**src/rtl/memwb_stage.sv**
```systemverilog
`default_nettype none
// =============================================================================
// memwb_stage : MEM/WB pipeline register with a two-entry skid buffer and
//               writeback source selection.                      Rev 1.0
// =============================================================================
module memwb_stage #(
  parameter int DATA_W = 32,
  parameter int REG_AW = 5,
  parameter int SEL_W  = 2
) (
  input  logic              clk,
  input  logic              rst,
  input  logic              in_valid,
  output logic              in_ready,
  input  logic [SEL_W-1:0]  in_mem_to_reg,
  input  logic              in_reg_write,
  input  logic [DATA_W-1:0] in_mem_data,
  input  logic [DATA_W-1:0] in_alu_result,
  input  logic [REG_AW-1:0] in_dest,
  input  logic [DATA_W-1:0] in_link,
  input  logic              flush,
  output logic              out_valid,
  input  logic              out_ready,
  output logic              wb_en,
  output logic [REG_AW-1:0] wb_dest,
  output logic [DATA_W-1:0] wb_data,
  output logic [1:0]        level
);

  localparam logic [1:0] c_sel_alu  = 2'd0;
  localparam logic [1:0] c_sel_mem  = 2'd1;
  localparam logic [1:0] c_sel_link = 2'd2;

  logic              r_main_valid, r_skid_valid;
  logic [SEL_W-1:0]  r_main_sel,   r_skid_sel;
  logic              r_main_rw,    r_skid_rw;
  logic [DATA_W-1:0] r_main_mem,   r_skid_mem;
  logic [DATA_W-1:0] r_main_alu,   r_skid_alu;
  logic [REG_AW-1:0] r_main_dest,  r_skid_dest;
  logic [DATA_W-1:0] r_main_link,  r_skid_link;

  logic w_accept, w_xfer, w_load_main, w_move, w_load_skid;

  assign in_ready    = rst & ~r_skid_valid;
  assign w_accept    = in_valid & in_ready;
  assign w_xfer      = r_main_valid & out_ready;
  // Main only takes fresh input when nothing older is waiting in skid.
  assign w_load_main = w_accept & (~r_main_valid | w_xfer) & ~r_skid_valid;
  assign w_move      = w_xfer & r_skid_valid;
  assign w_load_skid = w_accept & ~w_load_main;

  always_ff @(posedge clk or negedge rst) begin
    if (!rst) begin
      r_main_valid <= 1'b0;
      r_skid_valid <= 1'b0;
      r_main_sel   <= '0;
      r_main_rw    <= 1'b0;
      r_main_mem   <= '0;
      r_main_alu   <= '0;
      r_main_dest  <= '0;
      r_main_link  <= '0;
      r_skid_sel   <= '0;
      r_skid_rw    <= 1'b0;
      r_skid_mem   <= '0;
      r_skid_alu   <= '0;
      r_skid_dest  <= '0;
      r_skid_link  <= '0;
    end else begin
      if (flush) begin
        r_main_valid <= 1'b0;
        r_skid_valid <= 1'b0;
      end else begin
        r_main_valid <= w_load_main | w_move | (r_main_valid & ~w_xfer);
        r_skid_valid <= w_load_skid | (r_skid_valid & ~w_move);
      end

      if (!flush && w_move) begin
        r_main_sel  <= r_skid_sel;
        r_main_rw   <= r_skid_rw;
        r_main_mem  <= r_skid_mem;
        r_main_alu  <= r_skid_alu;
        r_main_dest <= r_skid_dest;
        r_main_link <= r_skid_link;
      end else if (!flush && w_load_main) begin
        r_main_sel  <= in_mem_to_reg;
        r_main_rw   <= in_reg_write;
        r_main_mem  <= in_mem_data;
        r_main_alu  <= in_alu_result;
        r_main_dest <= in_dest;
        r_main_link <= in_link;
      end

      if (!flush && w_load_skid) begin
        r_skid_sel  <= in_mem_to_reg;
        r_skid_rw   <= in_reg_write;
        r_skid_mem  <= in_mem_data;
        r_skid_alu  <= in_alu_result;
        r_skid_dest <= in_dest;
        r_skid_link <= in_link;
      end
    end
  end

  always_comb begin
    wb_data = '0;
    case (r_main_sel)
      c_sel_alu:  wb_data = r_main_alu;
      c_sel_mem:  wb_data = r_main_mem;
      c_sel_link: wb_data = r_main_link;
      default:    wb_data = '0;
    endcase
  end

  assign out_valid = r_main_valid;
  assign wb_dest   = r_main_dest;
  // Register 0 is hardwired, so its writes never reach the register file.
  assign wb_en     = r_main_valid & out_ready & r_main_rw & (r_main_dest != '0);
  assign level     = {1'b0, r_main_valid} + {1'b0, r_skid_valid};

endmodule
`default_nettype wire
```
**config.mk**
```make
export PLATFORM = sky130hd
export DESIGN_NAME = memwb_stage
export DESIGN_NICKNAME = d
export VERILOG_FILES = /design/src/rtl/memwb_stage.sv
export SDC_FILE = /design/constraint.sdc
export NUM_CORES = 1
export LEC_CHECK = 0
export ABC_AREA = 1
export ABC_CLOCK_PERIOD_IN_PS = 1600
export CORE_UTILIZATION = 49
export CTS_BUF_LIST = sky130_fd_sc_hd__clkbuf_16
export DETAILED_ROUTE_END_ITERATION = 12
export PLACE_DENSITY = 0.73
export SLEW_MARGIN = 20
export SYNTH_ARGS = -nofsm -noshare
export SYNTH_HDL_FRONTEND = slang
export SYNTH_SLANG_ARGS = --single-unit
export TNS_END_PERCENT = 100
```
**constraint.sdc**
```tcl
create_clock -name clk -period 1.6 [get_ports clk]
set_clock_uncertainty 0.1 [all_clocks]
set_input_delay 0.48 -clock clk [delete_from_list [all_inputs] [get_ports clk]]
set_output_delay 0.48 -clock clk [all_outputs]
set_load 0.02 [all_outputs]
```
==> impl_metrics.tcl <==
set metrics [dict create \
    status "finished, violations left" \
    violations "negative setup slack" \
    crit_chain "buf_4, nor2_4, buf_6, nand2_1, nand3_4, buf_6" \
    ios 151 \
    synth_nets 1517 \
    stdcell_count 1998 \
    p_leak_nw 9.44 \
    dpl_worst_slack_ns -0.870 \
    worst_pin_slew_ns 0.625 \
    hpwl_mm 21.3 \
    hold_path_class "input port to flop" \
    dieArea_um2 21300 \
    clkLatencyLatePin_ns 0.54 \
    period_share_pct 163 \
    crit_family "buffers and inverters" \
    drv_slew 0 \
    antenna_found_initial 3 \
    worst-path-max-fanout 14 \
    syn_area_um2 10200 \
    cts_max_level 1 \
    drc_errors 0 \
    finalInstanceArea_um2 18300 \
    track_usage_pct 41.6 \
    max_freq_ghz 0.383 \
    initial_core_util_pct 50.1 \
    max-vdd-ir-drop_uv 950 \
    multiInputGateArea_um2 6680 \
    areaGrowthSynthToFinish_pct 80.1 \
    grt_pass1_wl_mm 67.3 \
    fp.dieH_um 146 \
    cts_buffer_depth 3 \
    ff2ff_path_depth 12 \
    routed-via-count 14400 \
    first_pass_iters 12 \
    nets 1821 \
    drive_gt1_share_pct 45.0 \
    tritoncts "built" \
    critPathLaunchType "flop" \
    crit_cells 6 \
    cts.sinks 210 \
    maxCapViolCount 0 \
    die_w_um 146 \
    arrival_ns 2.03 \
    crit_slowest_cell "dfrtp_2" \
    syn_area_per_cell_um2 7.23 \
    grt_max_degree 93 \
    synth_top_cell_by_area "dfrtp_1" \
    drt_iter0_drc 2790 \
    worst_slack_ns -1.01 \
    wl_per_cell_um 33.1 \
    final_common_cell "nand2_1" \
    dpl_cell_area_um2 12800 \
    clk_pin_slew_worst_paths_ns 0.06 \
    synth.area.top_cells "dfrtp_1, nand2_1, nand3_1" \
    synth_top_area_share_pct 51.7 \
    fill_cells 656 \
    clock-root-buffer "clkbuf_16" \
    pwr_density_cell_nw_per_um2 1000 \
    yosysWarnings 0 \
    placeableCoreArea_um2 20300 \
    seq_area_frac_synth_pct 51.7 \
    setup_viol 251 \
    total_power_w 0.0183 \
    totalWireLength_mm 66.2 \
    cp-end-kind "output pin" \
    path_common_cell "buf_6" \
    cts_made_buffers 23 \
    gp_congestion 0.861 \
    row_count 52 \
    relSlewSlack_pct 58.2 \
    cp.required_ns 1.02 \
    path_class "flop to output pin" \
    register_area_um2 5260 \
    grt_setup_unrepaired "true" \
    hold_violations 0 \
    syn_inst 1407 \
    ant_nets 0 \
    synthDistinctLibCells 17 \
    avgViaCountPerCell 7.21 \
    numPortBuffers 150 \
    hold-path-cell-count 3 \
    critical_path_buf_inv_count 3 \
    placedCellCount 1815 \
    layout_common_cells "nand2_1, nand2_2, dfrtp_1" \
    grt_pass1_vias 11800 \
    min_period_ns 2.61 \
    cp_slowest_stage_delay_ns 0.45 \
    overflow 0 \
    synth-seq-cells 210 \
]
flip-flops by register name (all words and copies together) (netlist names):
signal / cells
r_skid_valid: 1
r_main_mem: 32
out_valid: 1
r_main_sel: 2
r_skid_mem: 32
r_main_link: 32
r_skid_link: 32
r_main_rw: 1
r_skid_alu: 32
r_skid_sel: 2
r_main_alu: 32
r_skid_dest: 5
wb_dest: 5
r_skid_rw: 1
path summary, 6_finish.rpt:
check                               startpoint              end  slack [ns]
worst max-delay path             r_main_sel[0]      wb_data[18]       -1.01
worst min-delay path                       rst        out_valid        0.33
worst max register to register       out_valid  r_main_link[25]       -0.61
worst min register to register  r_skid_link[8]   r_skid_link[8]        0.39
max in group asynchronous                  rst    r_main_sel[1]        0.08
min in group asynchronous                  rst   r_skid_dest[0]        0.46
layer usage:
metal	GRT usage, %	vias up	wire length [µm]
met2	65.2	1851	26000
met5	0	-	137
li1	-	5056	-
met1	50.8	6600	19100
met3	9.16	893	12000
met4	30.5	8	8900
kinds of logic (layout without fill, tap and decap cells):
logic type	after synthesis	after routing	synth area share, %
fa+ha+maj	1	1	0.123
simple gates	1085	1086	43.2
other cells	0	2	0
compound gates	3	4	0.184
flops	210	210	51.7
buf+inv	108	425	4.82
final cells by class:
type                    instances  area share (%)
diodes                          2          0.0273
clock buffers                  23            3.14
clock inverters                17           0.553
inverters                      10           0.246
multi-input cells            1091            36.5
flip-flops and latches        210            28.7
well taps                     270            1.84
repair buffers                375            29.0
synthesized netlist by cell type:
library cell / instances
nand2_1: 833
nand3_1: 243
dfrtp_1: 210
buf_2: 56
clkbuf_1: 34
inv_1: 8
nor2_1: 6
buf_1: 4
buf_4: 4
inv_2: 2
a21oi_1: 1
ha_1: 1
nor2_4: 1
nor3_1: 1
nor3_2: 1
o21ai_0: 1
o21ai_2: 1
through the flow:
stage / util [%] / hold slack, ns / TNS [ns]
finish: 90.2 / 0.332 / -97.87
floorplan: - / 0.0844 / -0.0137
global placement: 62.9 / 0.362 / -154.95
CTS: 79.6 / 0.347 / -42.99
global route: 90.2 / 0.330 / -101.73
detailed placement: 62.9 / 0.365 / -162.99
worst register-to-register path, delay by kind of cell (launching register included):
| family | cells | cell delay [ns] |
|---|---|---|
| DFF | 1 | 0.43 |
| buffers and inverters | 7 | 0.96 |
| and+or+nand+nor | 5 | 0.56 |
report_power, final:
group / leakage, nW / total, W / internal [W] / switching (W)
Clock: 0.364 / 0.00527 / 0.00277 / 0.00250
Sequential: 2.71 / 0.00721 / 0.00621 / 0.00101
Combinational: 6.37 / 0.00585 / 0.00255 / 0.00330
what timing repair did:
action | 4_1_cts | 5_1_grt
gates cloned | 45 | 30
gates resized for setup | 481 | 507
pin swaps | 143 | 196
endpoints found under the setup margin | 250 | 251
hold buffers | 1 | 0
setup buffers | 61 | 30
hold endpoints to repair | 15 | 0
Note: power is estimated with default switching activity, not from simulation.
